===== config.mk =====
export PLATFORM = sky130hd
export DESIGN_NAME = branch_predict_unit
export DESIGN_NICKNAME = d
export VERILOG_FILES = /design/src/rtl/branch_predict_unit.sv
export SDC_FILE = /design/constraint.sdc
export NUM_CORES = 2
export LEC_CHECK = 0
export BUFFER_PORTS_ARGS = -buffer_cell sky130_fd_sc_hd__buf_4
export CORE_MARGIN = 4
export CORE_UTILIZATION = 60
export DETAILED_ROUTE_END_ITERATION = 7
export GPL_TIMING_DRIVEN = 0
export HOLD_SLACK_MARGIN = 0.05
export PLACE_DENSITY = 0.75
export SKIP_CTS_REPAIR_TIMING = 1
export SLEW_MARGIN = 20
export SYNTH_ARGS = -nofsm -noshare
export SYNTH_HDL_FRONTEND = slang
export SYNTH_SLANG_ARGS = --single-unit
export TNS_END_PERCENT = 20

===== constraint.sdc =====
create_clock -name clk -period 8.2 [get_ports clk]
set_input_delay 1.64 -clock clk [delete_from_list [all_inputs] [get_ports clk]]
set_output_delay 1.64 -clock clk [all_outputs]
set_load 0.01 [all_outputs]

===== src/rtl/branch_predict_unit.sv =====
// Branch predictor: direct-mapped BTB with saturating direction counters looked up
// at fetch, plus EX-stage branch/jump resolution. Optional stats via BRANCH_STATS_EN.
module branch_predict_unit #(
  parameter int DATA_W  = 64,
  parameter int ENTRIES = 16,
  parameter int CNT_W   = 2,
  parameter int PC_STEP = 4
) (
  input  logic              clk,
  input  logic              rst,
  input  logic [DATA_W-1:0] fetch_pc,
  output logic              pred_taken,
  output logic [DATA_W-1:0] pred_target,
  input  logic              res_valid,
  input  logic              res_is_jump,
  input  logic [DATA_W-1:0] res_pc,
  input  logic [DATA_W-1:0] res_imm,
  input  logic [2:0]        res_func3,
  input  logic [DATA_W-1:0] res_rs1,
  input  logic [DATA_W-1:0] res_rs2,
  input  logic              res_pred_taken,
  input  logic              btb_flush,
  output logic              mispredict,
  output logic [DATA_W-1:0] recover_pc
`ifdef BRANCH_STATS_EN
  ,
  output logic [31:0]       stat_branches,
  output logic [31:0]       stat_mispredicts
`endif
);

  localparam int IDX_W = $clog2(ENTRIES);
  localparam int TAG_W = DATA_W - IDX_W - 2;
  localparam logic [CNT_W-1:0] CNT_MAX = '1;
  localparam logic [CNT_W-1:0] CNT_WT  = CNT_W'(1) << (CNT_W - 1);
  localparam logic [CNT_W-1:0] CNT_RST = CNT_WT - CNT_W'(1);

  logic [ENTRIES-1:0] valid_q, valid_d;
  logic [TAG_W-1:0]   tag_q    [ENTRIES];
  logic [TAG_W-1:0]   tag_d    [ENTRIES];
  logic [DATA_W-1:0]  target_q [ENTRIES];
  logic [DATA_W-1:0]  target_d [ENTRIES];
  logic [CNT_W-1:0]   cnt_q    [ENTRIES];
  logic [CNT_W-1:0]   cnt_d    [ENTRIES];

  // Fetch-side lookup
  logic [IDX_W-1:0] f_idx;
  logic [TAG_W-1:0] f_tag;
  logic             f_hit;

  assign f_idx       = fetch_pc[IDX_W+1:2];
  assign f_tag       = fetch_pc[DATA_W-1:IDX_W+2];
  assign f_hit       = valid_q[f_idx] && (tag_q[f_idx] == f_tag);
  assign pred_taken  = f_hit && cnt_q[f_idx][CNT_W-1];
  assign pred_target = pred_taken ? target_q[f_idx] : fetch_pc + DATA_W'(PC_STEP);

  // Resolve-side condition evaluation
  logic              res_legal;
  logic              cond;
  logic              actual_taken;
  logic [DATA_W-1:0] res_target;
  logic [DATA_W-1:0] res_fall;

  always_comb begin
    res_legal = res_is_jump || (res_func3[2:1] != 2'b01);
    case (res_func3)
      3'b000:  cond = (res_rs1 == res_rs2);
      3'b001:  cond = (res_rs1 != res_rs2);
      3'b100:  cond = ($signed(res_rs1) <  $signed(res_rs2));
      3'b101:  cond = ($signed(res_rs1) >= $signed(res_rs2));
      3'b110:  cond = (res_rs1 <  res_rs2);
      3'b111:  cond = (res_rs1 >= res_rs2);
      default: cond = 1'b0;
    endcase
    actual_taken = res_is_jump || cond;
  end

  assign res_target = res_pc + res_imm;
  assign res_fall   = res_pc + DATA_W'(PC_STEP);
  assign mispredict = res_valid && res_legal && (actual_taken != res_pred_taken);
  assign recover_pc = actual_taken ? res_target : res_fall;

  // Table update
  logic [IDX_W-1:0] r_idx;
  logic [TAG_W-1:0] r_tag;
  logic             r_hit;
  logic [CNT_W-1:0] cnt_inc;
  logic [CNT_W-1:0] cnt_dec;

  assign r_idx   = res_pc[IDX_W+1:2];
  assign r_tag   = res_pc[DATA_W-1:IDX_W+2];
  assign r_hit   = valid_q[r_idx] && (tag_q[r_idx] == r_tag);
  assign cnt_inc = (cnt_q[r_idx] == CNT_MAX) ? CNT_MAX : cnt_q[r_idx] + CNT_W'(1);
  assign cnt_dec = (cnt_q[r_idx] == '0) ? '0 : cnt_q[r_idx] - CNT_W'(1);

  always_comb begin
    valid_d  = valid_q;
    tag_d    = tag_q;
    target_d = target_q;
    cnt_d    = cnt_q;
    if (btb_flush) begin
      valid_d = '0;
    end else if (res_valid && res_legal) begin
      if (r_hit) begin
        if (res_is_jump) begin
          cnt_d[r_idx] = CNT_MAX;
        end else begin
          cnt_d[r_idx]    = actual_taken ? cnt_inc : cnt_dec;
          target_d[r_idx] = res_target;
        end
      end else if (actual_taken) begin
        // Allocation overwrites whatever alias occupied this slot
        valid_d[r_idx]  = 1'b1;
        tag_d[r_idx]    = r_tag;
        target_d[r_idx] = res_target;
        cnt_d[r_idx]    = res_is_jump ? CNT_MAX : CNT_WT;
      end
    end
  end

  always_ff @(posedge clk) begin
    if (rst) begin
      valid_q <= '0;
    end else begin
      valid_q  <= valid_d;
      tag_q    <= tag_d;
      target_q <= target_d;
    end
  end

  // Counters reset to weakly not-taken so a fresh allocation starts one step above
  generate
    for (genvar gi = 0; gi < ENTRIES; gi++) begin : g_cnt
      always_ff @(posedge clk) begin
        if (rst) cnt_q[gi] <= CNT_RST;
        else     cnt_q[gi] <= cnt_d[gi];
      end
    end
  endgenerate

`ifdef BRANCH_STATS_EN
  logic [31:0] stat_br_q;
  logic [31:0] stat_mp_q;

  always_ff @(posedge clk) begin
    if (rst) begin
      stat_br_q <= '0;
      stat_mp_q <= '0;
    end else begin
      if (res_valid && res_legal && (stat_br_q != '1)) stat_br_q <= stat_br_q + 32'd1;
      if (mispredict && (stat_mp_q != '1))             stat_mp_q <= stat_mp_q + 32'd1;
    end
  end

  assign stat_branches    = stat_br_q;
  assign stat_mispredicts = stat_mp_q;
`endif

  logic unused_pc_lsbs;
  assign unused_pc_lsbs = ^{fetch_pc[1:0], res_pc[1:0]};

endmodule


# ---- Word-level counts from Yosys, hierarchy flattened
# Index checks and enable logic that the tools add are counted.
dict set report word_totals {
  word_cells 145
  register_bits 2000
}
dict set report classes {
  n_bitwise 7
  n_reduce_logical 17
  n_addsub 5
  n_mux 44
  eq_ne 13
  order_cmp 10
}
# op count
set ops {}
lappend ops {{1024-bit 2-to-1 mux} 3}
lappend ops {{1024-bit bitwise mux} 1}
lappend ops {{928-bit bitwise mux} 1}
lappend ops {{58-bit binary-select mux with 4-bit select} 2}
lappend ops {{64-bit 2-to-1 mux} 5}
lappend ops {{58-bit 2-to-1 mux} 5}
lappend ops {{64-bit binary-select mux with 4-bit select} 1}
lappend ops {{64-bit demux with 4-bit select} 1}
lappend ops {{58-bit demux with 4-bit select} 1}
lappend ops {{64-bit by 3-bit adder with 64-bit output (second input constant)} 2}
lappend ops {{64-bit greater-or-equal comparator} 2}
lappend ops {{64-bit less-than comparator} 2}
lappend ops {{58-bit equality test} 2}
lappend ops {{32-bit 2-to-1 mux} 3}
lappend ops {{64-bit adder} 1}
lappend ops {{32-bit bitwise mux} 2}
lappend ops {{64-bit equality test} 1}
lappend ops {{64-bit inequality test} 1}
lappend ops {{32-bit bitwise OR} 1}
lappend ops {{2-bit binary-select mux with 4-bit select} 2}
lappend ops {{2-bit 2-to-1 mux} 8}
lappend ops {{16-bit bitwise OR} 1}
lappend ops {{3-bit equality test (second input constant)} 4}
lappend ops {{5-bit greater-or-equal comparator (second input constant)} 2}
lappend ops {{25 further kinds} 42}

# ---- Logic depth before layout (Yosys ltp)
dict set report depth {
  word_depth 10
  depth_mapped 17
  depth_no_buf 14
}

# ---- Least setup slack after synthesis
# OpenSTA, ideal clock, no wires.
dict set report synth_path {
  path_type {input to register}
  start {input port res_pc[2]}
  end {register target_q[768] in the netlist's numbering (enable)}
  setup_ps 488
  path_slack_ps 570
  t_arrival_ps 7142
  t_required_ps 7712
  path_stages 14
  cell_sequence {buf_4 -> buf_4 -> buf_2 -> mux4_2 -> a222oi_1 -> a21o_1 -> a22oi_1 -> a21oi_1 -> nand4b_1 -> nor4bb_1 -> and4bb_2 -> o211ai_1 -> buf_2 -> nor2_1}
}
dict set report synth_via {
  elab_chain_cells 8
  word_cells_on_any_way 11
}
# item line
set synth_rtl {}
lappend synth_rtl {{start, declared} 16} ;# input logic [DATA_W-1:0] res_pc,
lappend synth_rtl {{4-bit inverter with 5-bit output (not written as such)} 92} ;# assign r_hit = valid_q[r_idx] && (tag_q[r_idx] == r_tag);
lappend synth_rtl {{58-bit binary-select mux with 4-bit select} 92}
lappend synth_rtl {{58-bit 2-to-1 mux (not written as such) (2 in a row)} 92}
lappend synth_rtl {{58-bit equality test} 92}
lappend synth_rtl {{1-bit logical AND *} 92}
lappend synth_rtl {{2-bit inequality test (no line) or 2-bit nonzero test (tied branches)} -}
lappend synth_rtl {{5-bit AND reduction (no line) *} -}
lappend synth_rtl {{end signal, assigned} 127} ;# target_q <= target_d;
lappend synth_rtl {{end, declared} 41} ;# logic [DATA_W-1:0] target_q [ENTRIES];
# Every way passes the cells marked *; elsewhere a longest branch is shown, timed or not. The select of a mux whose other input is x is not followed.
# A chain may end at the register's enable or synchronous reset.

# ---- Worst setup path after layout
dict set report layout_path {
  start {input port res_rs1[63]}
  end {output port recover_pc[54]}
}
dict set report layout_via {
  elab_chain_cells 4
  word_cells_on_any_way 9
}
# item line
set layout_rtl {}
lappend layout_rtl {{start, declared} 19} ;# input logic [DATA_W-1:0] res_rs1,
lappend layout_rtl {{64-bit greater-or-equal comparator, or another cell as far along} 72} ;# 3'b111: cond = (res_rs1 >= res_rs2);
lappend layout_rtl {{1-bit one-hot mux with 6 select lines *} 66} ;# case (res_func3)
lappend layout_rtl {{1-bit logical OR *} 75} ;# actual_taken = res_is_jump || cond;
lappend layout_rtl {{64-bit 2-to-1 mux *} 81} ;# assign recover_pc = actual_taken ? res_target : res_fall;
lappend layout_rtl {{end, declared} 24} ;# output logic [DATA_W-1:0] recover_pc
# Every way passes the cells marked *; elsewhere a longest branch is shown, timed or not.

==> results by group <==
Run status
  – Run status: finished with violations
  – Failing checks: DRC, capacitance limit, slew limit, setup timing

Detailed routing
  – M1 WL: around 110000 um
  – DR pass1 iterations: 8
  – Max Used Layer: met5
  – Initial drt markers: 11900
  – WL per Instance: 44.7 um
  – DR WL met3: between 50000 and 60000 um
  – Vias post-DR: a little over 60000
  – Routed WL: 365000 um
  – DRC: 7
  – Routed wl met2: roughly 160000 um
  – Post-DR vias/cell: 7.59
  – Final ANT Viol Nets: 0

CTS
  – CTS Buffer Depth: 3
  – Worst-path clk slew: 0.06 ns
  – Root buffer cell: clkbuf_16
  – TritonCTS clock tree: built
  – Clock latency on the worst-skew pair: between 0.8 and 0.9 ns
  – CTS Buf Count: roughly 200
  – H-tree depth: 4
  – CTS Sinks: 2000

Power
  – Worst vdd ir: 0.000204 V
  – Lkg Pwr: about 37 nW
  – Power Density: 218 mW/mm2

Timing
  – Final Hold Fails: 0
  – Shortest period the worst path allows: approximately 8.3 ns
  – Measured slew at the worst slew-check pin: approximately 1.5 ns
  – Hold Slack: roughly 0.48 ns
  – Final setup margin: -0.148 ns
  – Max-slew headroom: -0.0185
  – Unrepaired setup endpoints after global routing: yes
  – Fmax: ~120 MHz
  – Clk_skew: about 0.083 ns
  – Slew Limit Fails: 2
  – Period utilisation layout: 1.02
  – Setup-failing EPs final: 22

Place
  – Worst slack at placement: -1.47 ns
  – Final Wtd Congestion: roughly 1.1
  – I/O Buffers: roughly 450
  – Post-detail-place hpwl: 261000 um

Critical path
  – CP Cell Sequence: buf_4 > ha_1 > nand4_2 > nor4_2 > nand4_1 > or3_4 > xnor2_2 > a21oi_1 > or3b_4 > o21a_1 > clkbuf_2 > clkbuf_2 > clkbuf_2 > a21oi_2 > buf_4
  – Critical path class: primary input to output pin
  – Reg-to-reg slack, setup: between 2 and 2.5 ns
  – Worst reg2reg path depth: 13
  – Reg2reg end: tag_q[505]$_DFFE_PP_
  – CP peak stage delay: about 0.64 ns
  – Worst setup SP type: primary input
  – Critical Path RT: between 6 and 7 ns
  – Worst r2r src: tag_q[577]$_DFFE_PP_
  – Critical Path AT: 6.71 ns
  – Critical Path Sink Type: output pin
  – CP max stage cell: a21oi_2
  – Crit Path Max Fanout: 10
  – Most frequent CP cell: clkbuf_2

Floorplan
  – I/O pin total: roughly 460
  – Rows: 144
  – Die H: between 400 and 500 um
  – Die area: about 0.16 mm2
  – Die width: roughly 400 um
  – Core Footprint: ~0.15 mm2
  – Initial Utilization: 0.606

Global route
  – First-pass GRT wire length: between 400000 and 500000 um
  – Largest net degree at the start of global routing: 25
  – Initial antenna violation count: 36
  – Vias in the first global route: between 60000 and 70000
  – GRT Total Usage: 0.450
  – Remaining Overflow, GRT: 0

Synthesis
  – Leading area contributor after synthesis: edfxtp_1
  – Largest cells by area after synthesis: edfxtp_1 62%, mux4_2 20%, ha_1 1.8%, xnor2_1 1.6%, mux2i_1 1.3%
  – Mean Syn Cell Area: 18.3 um2
  – Asr flop ratio synth: 0
  – Dominant synthesized flop cell: edfxtp_1
  – Syn nets: roughly 5600
  – Number of synthesized register bits: 2000
  – Mapped cell area: 0.0938 mm2
  – Mapped Cells: 5130
  – Synth top area share: 0.625
  – Register area share after synthesis: 0.635
  – EDFF count, synth: slightly below 2000
  – Yosys warns: 0
  – Synth unique cells: 94

Worst hold path
  – Hold Path Class: register to register
  – Min-Delay Path Depth: 1
  – Worst hold path endpoint: valid_q[4]$_SDFFE_PP0P_
  – Min-delay src: valid_q[4]$_SDFFE_PP0P_

Layout
  – Synth-to-Final Area Change: 18.0%
  – Register area: a little under 0.06 mm2
  – Fillers: 9340
  – Multi-input gate area: between 0.03 and 0.04 mm2
  – Proportion of layout cells with a drive suffix above 1: 0.344
  – Final net count: 6385

Job
  – Max cap viols: 1
[per-stage QoR]
step           area [um2]  instances  setup TNS (ns)  utilization  power (mW)
4_1_cts            110000       8130         -108.94        0.710        23.9
3_3_place_gp        99800       7628               -        0.645        14.7
6_report           111000       8156           -1.21        0.715        24.1
2_1_floorplan       93800       5130               0            -        13.3
3_5_place_dp       103000       7764         -112.34        0.667        14.8
5_1_grt            111000       8141          -0.747        0.715        24.6
[placed cells by master, fill, tap and decap left out, types with 34 or more instances in the layout]
| master | n |
|---|---|
| buf_2 | 58 |
| buf_4 | 493 |
| clkbuf_2 | 55 |
| a21oi_1 | 110 |
| buf_12 | 74 |
| edfxtp_1 | 1952 |
| dfxtp_1 | 48 |
| o21ai_0 | 104 |
| clkinv_1 | 43 |
| mux2i_1 | 118 |
| nand4_1 | 71 |
| buf_6 | 43 |
| ha_1 | 132 |
| xnor2_2 | 37 |
| xor2_1 | 88 |
| inv_1 | 141 |
| mux2_1 | 48 |
| mux4_2 | 845 |
| clkbuf_16 | 197 |
| buf_16 | 46 |
| clkinv_2 | 37 |
| xnor2_1 | 130 |
| mux2_2 | 34 |
| a21o_1 | 67 |
| clkbuf_1 | 137 |
| nor2_1 | 130 |
| nand3_1 | 73 |
| nand2_1 | 207 |
[worst max path at each step]
| stage | from | endpoint | slack, ns |
|---|---|---|---|
| after floorplan | res_pc[2] | target_q[768]$_DFFE_PP_ | 0.57 |
| after global placement | res_pc[5] | target_q[881]$_DFFE_PP_ | -5.70 |
| after detailed placement | fetch_pc[3] | pred_target[25] | -1.47 |
| after CTS | fetch_pc[3] | pred_target[27] | -1.53 |
| after global routing | res_pc[0] | recover_pc[62] | -0.15 |
| final | res_rs1[63] | recover_pc[54] | -0.15 |
[where the power goes]
part / switching [mW] / internal [mW]
sequential: 0.0234 / 11.6
combinational: 2.20 / 1.09
clock: 4.10 / 5.16
[critical path: cells and delay by family]
kind            cells  cell delay, ns
buf+inv             5            1.63
fa+ha+maj           1            0.36
compound gates      3            1.02
simple gates        5            1.87
xor+xnor            1            0.13
[registers in the layout, indices dropped and copies added (netlist names)]
register	count
target_q	1024
tag_q	928
cnt_q	32
valid_q	16
[routing by layer]
layer  GRT usage  vias up
met2       0.668     6263
li1            -    22900
met3       0.181     1451
met4       0.304       18
met1       0.548    31200
met5           0        -
[logic make-up after synthesis]
family	Yosys count	share of synthesized area
flops	2000	0.635
mux	1045	0.225
fa+ha+maj	134	0.0179
compound gates	533	0.0378
xor+xnor	281	0.0263
simple gates	694	0.0364
buf+inv	443	0.0212
[layout make-up]
| class | count | share of cell area |
|---|---|---|
| repair buffers | 594 | 0.0576 |
| clock inverters | 120 | 0.0129 |
| diodes | 22 | 0.000498 |
| plain buffers | 299 | 0.0157 |
| multi-input cells | 2687 | 0.300 |
| well taps | 2044 | 0.0231 |
| flip-flops and latches | 2000 | 0.538 |
| inverters | 144 | 0.00489 |
| clock buffers | 246 | 0.0465 |
[Yosys cell counts (12+ instances only)]
master    instances
a211oi_1         14
mux2_1           48
and3_1           27
clkbuf_1        137
ha_1            132
nand2_1         208
a31oi_1          22
buf_1            50
xor2_1          111
o21bai_1         12
dfxtp_1          48
o21ai_0         118
o32ai_1          15
nor2_1          166
mux2_2           34
nor2b_1          22
a221oi_1         12
buf_2            66
buf_4            28
buf_6            18
o211ai_1         15
a21oi_1         116
inv_1           141
nand3_1          73
edfxtp_1       1952
a21o_1           67
and4_1           12
nand4_1          71
nor4_1           23
nor3_1           26
mux4_2          845
o22ai_1          28
mux2i_1         118
a22oi_1          17
xnor2_1         169
(Power assumes the default switching activity.)
